`src/rtl/sort4_pkg.sv`:
```
`default_nettype none
// ============================================================================
// Module      : sort4_pkg
// Description : Shared definitions for the four-entry batch sorter: default
//               batch size and entry width, and the controller state encoding.
// Revision    : 1.0 - initial release
// ============================================================================
package sort4_pkg;

    // Default batch size (entries per batch) and entry width in bits.
    localparam int SORT4_N = 4;
    localparam int SORT4_W = 4;

    // Controller states. The controller holds its state in a plain 2-bit
    // vector and mirrors these values as localparams.
    typedef enum logic [1:0] {
        S4_IDLE = 2'd0,
        S4_LOAD = 2'd1,
        S4_SORT = 2'd2,
        S4_OUT  = 2'd3
    } sort4_state_e;

endpackage : sort4_pkg
`default_nettype wire

```
`src/rtl/mag_cmp4.sv`:
```
`default_nettype none
// ============================================================================
// Module      : mag_cmp4
// Description : Unsigned W-bit magnitude comparator. Exactly one of gt/eq/lt
//               is high for any input pair.
// Revision    : 1.0 - initial release
// ----------------------------------------------------------------------------
// Ports
//   a   in  W  left operand
//   b   in  W  right operand
//   gt  out 1  a >  b
//   eq  out 1  a == b
//   lt  out 1  a <  b
// ============================================================================
module mag_cmp4 #(
    parameter int W = 4
) (
    input  logic [W-1:0] a,
    input  logic [W-1:0] b,
    output logic         gt,
    output logic         eq,
    output logic         lt
);

    always_comb begin
        gt = 1'b0;
        eq = 1'b0;
        lt = 1'b0;
        if (a > b) begin
            gt = 1'b1;
        end else if (a == b) begin
            eq = 1'b1;
        end else begin
            lt = 1'b1;
        end
    end

endmodule : mag_cmp4
`default_nettype wire

```
`src/rtl/sort4_ctrl.sv`:
```
`default_nettype none
// ============================================================================
// Module      : sort4_ctrl
// Description : Batch sorter. Accepts N words over a valid/ready input,
//               bubble-sorts them in place (one compare per cycle through a
//               single shared comparator), then streams them out over a
//               valid/ready output with a last-word marker.
// Revision    : 1.0 - initial release
// ----------------------------------------------------------------------------
// Ports
//   clk        in  1  rising-edge clock
//   rst        in  1  synchronous active-high reset
//   desc       in  1  sort order (1 = descending), sampled on first word
//   in_valid   in  1  input word valid
//   in_data    in  W  input word
//   in_ready   out 1  block accepts in_data this cycle
//   out_valid  out 1  out_data valid
//   out_data   out W  sorted word
//   out_last   out 1  final word of the batch
//   out_ready  in  1  consumer accepts out_data
//   busy       out 1  controller not idle
// ============================================================================
module sort4_ctrl
    import sort4_pkg::*;
#(
    parameter int N = SORT4_N,
    parameter int W = SORT4_W
) (
    input  logic         clk,
    input  logic         rst,
    input  logic         desc,
    input  logic         in_valid,
    input  logic [W-1:0] in_data,
    output logic         in_ready,
    output logic         out_valid,
    output logic [W-1:0] out_data,
    output logic         out_last,
    input  logic         out_ready,
    output logic         busy
);

    localparam int IDX_W = $clog2(N);

    localparam logic [1:0] ST_IDLE = 2'(S4_IDLE);
    localparam logic [1:0] ST_LOAD = 2'(S4_LOAD);
    localparam logic [1:0] ST_SORT = 2'(S4_SORT);
    localparam logic [1:0] ST_OUT  = 2'(S4_OUT);

    localparam logic [IDX_W-1:0] C_IDX_LAST  = IDX_W'(N - 1);
    localparam logic [IDX_W-1:0] C_PASS_LAST = IDX_W'(N - 2);

    logic [1:0]       r_state;
    logic [IDX_W-1:0] r_idx;
    logic [IDX_W-1:0] r_pass;
    logic [IDX_W-1:0] r_j;
    logic             r_desc;
    logic [W-1:0]     r_buf [N];

    logic [IDX_W-1:0] w_j1;
    logic [IDX_W-1:0] w_j_end;
    logic [W-1:0]     w_a;
    logic [W-1:0]     w_b;
    logic             w_gt;
    logic             w_eq;
    logic             w_lt;
    logic             w_swap;
    logic             w_in_fire;
    logic             w_out_fire;

    // ------------------------------------------------------------------
    // Shared comparator: always looks at the adjacent pair (j, j+1).
    // ------------------------------------------------------------------
    assign w_j1    = r_j + 1'b1;
    assign w_j_end = C_PASS_LAST - r_pass;
    assign w_a     = r_buf[r_j];
    assign w_b     = r_buf[w_j1];

    mag_cmp4 #(
        .W (W)
    ) u_cmp (
        .a  (w_a),
        .b  (w_b),
        .gt (w_gt),
        .eq (w_eq),
        .lt (w_lt)
    );

    // Equal entries never swap, which keeps the sort stable.
    assign w_swap = ~w_eq & (r_desc ? w_lt : w_gt);

    // ------------------------------------------------------------------
    // Handshakes and outputs
    // ------------------------------------------------------------------
    assign in_ready   = (r_state == ST_IDLE) || (r_state == ST_LOAD);
    assign out_valid  = (r_state == ST_OUT);
    assign busy       = (r_state != ST_IDLE);
    assign w_in_fire  = in_ready & in_valid;
    assign w_out_fire = out_valid & out_ready;

    // Gated so that idle/load/sort cycles present zero rather than stale data.
    assign out_data = out_valid ? r_buf[r_idx] : '0;
    assign out_last = out_valid && (r_idx == C_IDX_LAST);

    // ------------------------------------------------------------------
    // Sequencing FSM, counters and buffer
    // ------------------------------------------------------------------
    always_ff @(posedge clk) begin
        if (rst) begin
            r_state <= ST_IDLE;
            r_idx   <= '0;
            r_pass  <= '0;
            r_j     <= '0;
            r_desc  <= 1'b0;
            for (int i = 0; i < N; i++) begin
                r_buf[i] <= '0;
            end
        end else begin
            case (r_state)
                ST_IDLE: begin
                    if (w_in_fire) begin
                        r_buf[0] <= in_data;
                        r_desc   <= desc;
                        r_idx    <= IDX_W'(1);
                        r_state  <= ST_LOAD;
                    end
                end

                ST_LOAD: begin
                    if (w_in_fire) begin
                        r_buf[r_idx] <= in_data;
                        if (r_idx == C_IDX_LAST) begin
                            r_idx   <= '0;
                            r_pass  <= '0;
                            r_j     <= '0;
                            r_state <= ST_SORT;
                        end else begin
                            r_idx <= r_idx + 1'b1;
                        end
                    end
                end

                ST_SORT: begin
                    if (w_swap) begin
                        r_buf[r_j] <= w_b;
                        r_buf[w_j1] <= w_a;
                    end
                    // Pass p ends when j reaches N-2-p; the final pass has
                    // a single compare at j = 0.
                    if (r_j == w_j_end) begin
                        r_j <= '0;
                        if (r_pass == C_PASS_LAST) begin
                            r_pass  <= '0;
                            r_idx   <= '0;
                            r_state <= ST_OUT;
                        end else begin
                            r_pass <= r_pass + 1'b1;
                        end
                    end else begin
                        r_j <= w_j1;
                    end
                end

                ST_OUT: begin
                    if (w_out_fire) begin
                        if (r_idx == C_IDX_LAST) begin
                            r_idx   <= '0;
                            r_state <= ST_IDLE;
                        end else begin
                            r_idx <= r_idx + 1'b1;
                        end
                    end
                end

                default: begin
                    r_state <= ST_IDLE;
                    r_idx   <= '0;
                end
            endcase
        end
    end

endmodule : sort4_ctrl
`default_nettype wire

```
`config.mk`:
```
export PLATFORM = sky130hd
export DESIGN_NAME = sort4_ctrl
export DESIGN_NICKNAME = d
export VERILOG_FILES = /design/src/rtl/sort4_pkg.sv /design/src/rtl/mag_cmp4.sv /design/src/rtl/sort4_ctrl.sv
export SDC_FILE = /design/constraint.sdc
export NUM_CORES = 1
export LEC_CHECK = 0
export BUFFER_PORTS_ARGS = -buffer_cell sky130_fd_sc_hd__clkbuf_2
export CAP_MARGIN = 10
export CORE_MARGIN = 2
export CORE_UTILIZATION = 48
export DETAILED_ROUTE_END_ITERATION = 7
export PLACE_DENSITY = 0.74
export SLEW_MARGIN = 30
export SYNTH_ARGS = -nofsm -noshare
export SYNTH_HDL_FRONTEND = slang
export SYNTH_SLANG_ARGS = --single-unit
```
`constraint.sdc`:
```
create_clock -name clk -period 6.7 [get_ports clk]
set_input_delay 0.67 -clock clk [delete_from_list [all_inputs] [get_ports clk]]
set_output_delay 0.67 -clock clk [all_outputs]
set_load 0.05 [all_outputs]
```
# Word-level counts from Yosys, hierarchy flattened
# Memories as Yosys holds them, arrays and structs flattened. A register that Yosys moved wholly into a read port is not among the register bits.
# Cells that the tools add are included.
[word_totals]
reg_bits = 9
ramBits = 16
output_inout_bits = 8
n_memories = 1
[op_classes]
add_sub_neg = 4
order_cmp = 1
n_eq_ne = 14
muxes = 54
bitwise = 5
reduce_logical = 13
[mem_list]
columns = ["name", "depth", "width", "read_ports", "rd_clocked_by_memory_dff", "write_ports", "line", "source"]
rows = [
  ["r_buf", 4, 4, 3, 2, 4, "sort4_ctrl.sv:57", "logic [W-1:0] r_buf [N];"],
]
[ops]
columns = ["operator", "count"]
rows = [
  ["$mux W2", 23],
  ["$mux W1", 22],
  ["$mux W4", 5],
  ["$pmux W2 S4", 2],
  ["$reduce_or A4 Y1", 3],
  ["$eq A2 B2 Y1 const B", 4],
  ["$ne A2 B2 Y1 const B", 4],
  ["$pmux W2 S2", 2],
  ["$reduce_and A7 Y1", 1],
  ["$add A2 B1 Y2 const B", 3],
  ["$ne A2 B1 Y1 const B", 3],
  ["$reduce_and A5 Y1", 1],
  ["$eq A4 B4 Y1", 1],
  ["$gt A4 B4 Y1", 1],
  ["$reduce_and A4 Y1", 1],
  ["$reduce_bool A2 Y1", 2],
  ["$and A1 B1 Y1", 3],
  ["$reduce_and A3 Y1", 1],
  ["$eq A2 B1 Y1 const B", 1],
  ["$eq A2 B2 Y1", 1],
  ["$logic_not A2 Y1", 1],
  ["$reduce_and A2 Y1", 1],
  ["$sub A2 B2 Y2 const A", 1],
  ["$logic_and A1 B1 Y1", 1],
  ["3 further kinds", 3],
]

# Longest topological paths before layout
# An unclocked memory read counts as a cell.
[depth]
depth_word = 13
ltp_mapped = 12

# Modules after synthesis
# A second synthesis with hierarchy kept.
[unflattened]
hier_cells = 190
area_unflattened_um2 = 2113.3
[by_module_without_submodules]
columns = ["module", "n_inst", "cells_per_inst", "area_each_um2"]
rows = [
  ["sort4_ctrl", 1, 174, 2006.9],
  ["mag_cmp4", 1, 16, 106.4],
]

# Worst setup path after synthesis
# OpenSTA, ideal clock, no wires.
[synth_path]
kind = "reg-to-reg"
startpoint = "register r_j[0]"
endpoint = "memory r_buf[0][0] (enable)"
arrival_ns = 2.954
path_slack_ns = 3.404
path_stages_with_launch = 13
cell_sequence = "dfxtp_1 buf_6 inv_1 ha_1 mux4_2 inv_1 ha_1 nor2b_1 o211ai_1 a21oi_1 o21ai_1 buf_4 mux2i_1"
[synth_lines]
columns = ["element", "line", "source"]
rows = [
  ["start, declared", "sort4_ctrl.sv:55", "logic [IDX_W-1:0] r_j;"],
  ["start signal, assigned", "sort4_ctrl.sv:159", "r_j <= w_j1;"],
  ["end, declared", "sort4_ctrl.sv:57", ""],
]

==> summary.txt <==
Worst hold path
  • Hold endpoint: r_desc$_SDFFE_PP0P_
  • Cell count of the worst hold path: 2
  • Hold Startpoint: r_desc$_SDFFE_PP0P_
  • Worst min path class: reg -> reg

Floorplanning
  • Die width: 72.2 µm
  • Row count: 24
  • Core area: between 4000 and 5000 µm²
  • Area of the die: approximately 5200 µm²
  • Initial core utilization: between 50% and 60%
  • Vertical extent of the die: roughly 72 µm
  • Count of pins on the block boundary: 17

STA
  • Number of endpoints with negative hold slack in the final report: 0
  • Final worst path period need: around 4 ns
  • Final Slew Violations: 0
  • Actual transition at the worst max-transition pin: approximately 0.47 ns
  • Unrepaired setup endpoints after global routing: false
  • Final hold slack: about 0.47 ns
  • Slew margin rel.: between 60% and 70%
  • Post-route clock period utilization: about three fifths
  • FMAX: ~0.25 GHz
  • Slack of the critical path: about 2.7 ns
  • Setup total negative slack: 0 ns
  • Worst clock skew: between 0.003 and 0.004 ns
  • Count of endpoints failing setup in the final report: 0

Clock tree
  • Number of clock sinks: 29
  • Maximum clock insertion buffer count: 2
  • Number of buffers created by CTS: 5
  • Master cell of the clock root buffer: clkbuf_8
  • CTS tree: yes
  • CTS resizes: 0
  • # H-tree levels: 2
  • Clock-pin transition on the worst setup and hold timing paths: about 0.06 ns
  • Setup bufs post-CTS: 0
  • Clock latency at the later pin of the worst-skew pair: 0.28 ns
  • Count of hold buffers inserted by post-cts repair: 0

Power and ir drop
  • Max VDD drop: 0.249 mV
  • Cell area power density: between 300 and 400 nW/µm²
  • Leakage: 1.02 nW
  • Post-layout total power: about 860 µW

Final layout
  • Post-layout utilization of the core: a little over half
  • Post-route non-filler standard cell count: ~280
  • Ratio of cells with drive above 1 in the final layout: a little over a fifth
  • Area growth from synthesis to layout: 8.41%
  • Layout Nets: between 200 and 250
  • Filler cells: a little under 400
  • Multi-input gate area: 1390 µm²
  • Sequential cell area in the final layout: ~740 µm²
  • Cell area after layout: 2420 µm²
  • Ant diodes: 0

Synthesis
  • Top_reg_cell synth: edfxtp_1
  • Main area contributors after synthesis: edfxtp_1 (22%), mux2i_1 (13%), mux4_2 (12%)
  • Total number of yosys warnings: 0
  • Synth top cells by count: mux2i_1 (28), ha_1 (17), edfxtp_1 (16)
  • Post-synth cell types: 39
  • Count leader, synth: mux2i_1
  • Share of synthesized registers carrying an async set or reset: 0%
  • Post-Synthesis Net Count: approximately 230
  • Instance count of the mapped netlist: slightly above 200
  • Register bit count reported by yosys: 29
  • Post-Synthesis Cell Area: 2230 µm²
  • Largest area contributor in the synthesized netlist: edfxtp_1
  • Sequential element share of the synthesized area: about 33%
  • Average size of a mapped cell: approximately 11 µm²
  • Area share of the largest cell type after synthesis: 21.5%
  • Number of enable flip-flop cells after synthesis: 16

Route
  • Total via count after detailed routing: between 1500 and 2000
  • Post-route DRC: 0
  • Via-to-Cell Ratio: 6.28
  • Final ANT Viol Nets: 0
  • Wire length after detailed routing: 5210 µm
  • Pre-Repair DR Iteration Count: 5
  • Drt wl/cell: between 15 and 20 µm
  • Initial detailed-routing violation count: around 220

Worst setup path
  • WS Path Type: reg -> reg
  • Maximum fanout along the worst path: 20
  • Data arrival, critical path: ~4.0 ns
  • Worst R2R Path Depth: 11
  • Type of origin of the critical path: flip-flop
  • R2r setup slk: around 2.7 ns
  • End of the worst register-to-register path: r_buf[3][0]$_DFFE_PP_
  • Capturing element type of the critical path: flip-flop
  • Critical Path RT: 6.63 ns
  • Worst reg2reg path startpoint: r_j[0]$_SDFFE_PP0P_

Placed design
  • DP Cell Count: 267
  • Routability congestion estimate: approximately 0.93
  • Cell Area, Placed: between 2000 and 2500 µm²
  • Hpwl dp: 3870 µm
  • Number of port buffers: 16
  • Pre-CTS worst setup slack: around 2.7 ns

Global route
  • Global-route wire length before repair: between 8000 and 9000 µm
  • Global-route usage over all layers: roughly 22%
  • Sum of overflow across all layers after global routing: 0
  • Via count of the first global-routing pass: 1677
  • Pin count of the biggest net entering global routing: 21
  • Antenna violations before repair: 0

Run
  • Number of max-capacitance violations reported: 0

Status
  • Outcome: completed
final cells by class:
cell class | instances | share of cell area [%]
Timing Repair Buffer | 17 | 3.62
Inverter | 13 | 2.02
Sequential cell | 29 | 30.6
Multi-Input combinational cell | 156 | 57.3
Clock inverter | 2 | 0.362
Clock buffer | 6 | 3.41
Tap cell | 52 | 2.69
placed cells by master (no fill, tap or decap), types with 2 or more instances in the layout:
master,n
nand3_1,11
clkbuf_8,6
a21oi_1,10
nor3_2,2
dfxtp_1,13
and2_1,5
a22oi_1,13
ha_1,17
inv_1,13
nor2_4,2
mux2i_1,28
edfxtp_1,16
o211ai_1,2
clkbuf_2,16
nand2_1,14
nor2_1,14
nor3_1,6
nand4_1,3
mux4_2,12
report_power, final:
part | switching (mW) | total, mW | leakage [nW] | internal, mW
logic | 0.259 | 0.440 | 0.699 | 0.181
clock network | 0.0674 | 0.149 | 0.0486 | 0.0812
registers | 0.0454 | 0.270 | 0.272 | 0.224
total | 0.372 | 0.859 | 1.02 | 0.487
critical path: stages (launching register included):
cell	delay, ns
dfxtp_1	0.63
inv_1	0.23
ha_1	0.50
mux4_2	0.62
inv_1	0.09
ha_1	0.23
nor2b_1	0.13
o211ai_1	0.17
a21oi_1	0.11
o21ai_2	0.13
buf_4	0.33
mux2i_1	0.49
layer usage:
metal | wire [µm] | up-vias | global-route usage [%]
li1 | - | 807 | -
met1 | 2140 | 808 | 28.9
met2 | 2490 | 100 | 34.7
met3 | 466 | 12 | 4.03
met4 | 122 | 0 | 9.01
met5 | 0 | - | 0
cells by family (layout without fill, tap and decap cells):
group,count (synthesis),in the layout,synth area share (%)
buffers and inverters,22,38,4.88
multiplexers,40,40,24.7
adder cells (fa/ha/maj),17,17,9.53
AO/OA/AOI/OAI,31,31,10.4
flip-flops,29,29,33.2
XOR/XNOR,2,2,1.12
AND/OR/NAND/NOR,66,66,16.2
worst max path at each step:
| stage | startpoint | slack [ns] | to |
|---|---|---|---|
| 6_report | r_j[0]$_SDFFE_PP0P_ | 2.66 | r_buf[3][0]$_DFFE_PP_ |
| 5_1_grt | r_j[0]$_SDFFE_PP0P_ | 2.36 | r_buf[3][2]$_DFFE_PP_ |
| 4_1_cts | r_j[0]$_SDFFE_PP0P_ | 2.69 | r_buf[3][0]$_DFFE_PP_ |
| 3_5_place_dp | r_j[0]$_SDFFE_PP0P_ | 2.69 | r_buf[3][1]$_DFFE_PP_ |
| 3_3_place_gp | r_j[0]$_SDFFE_PP0P_ | 2.91 | r_buf[0][1]$_DFFE_PP_ |
| 2_1_floorplan | r_j[0]$_SDFFE_PP0P_ | 3.40 | r_buf[0][0]$_DFFE_PP_ |
No activity file was read; power rests on OpenSTA's default activity.
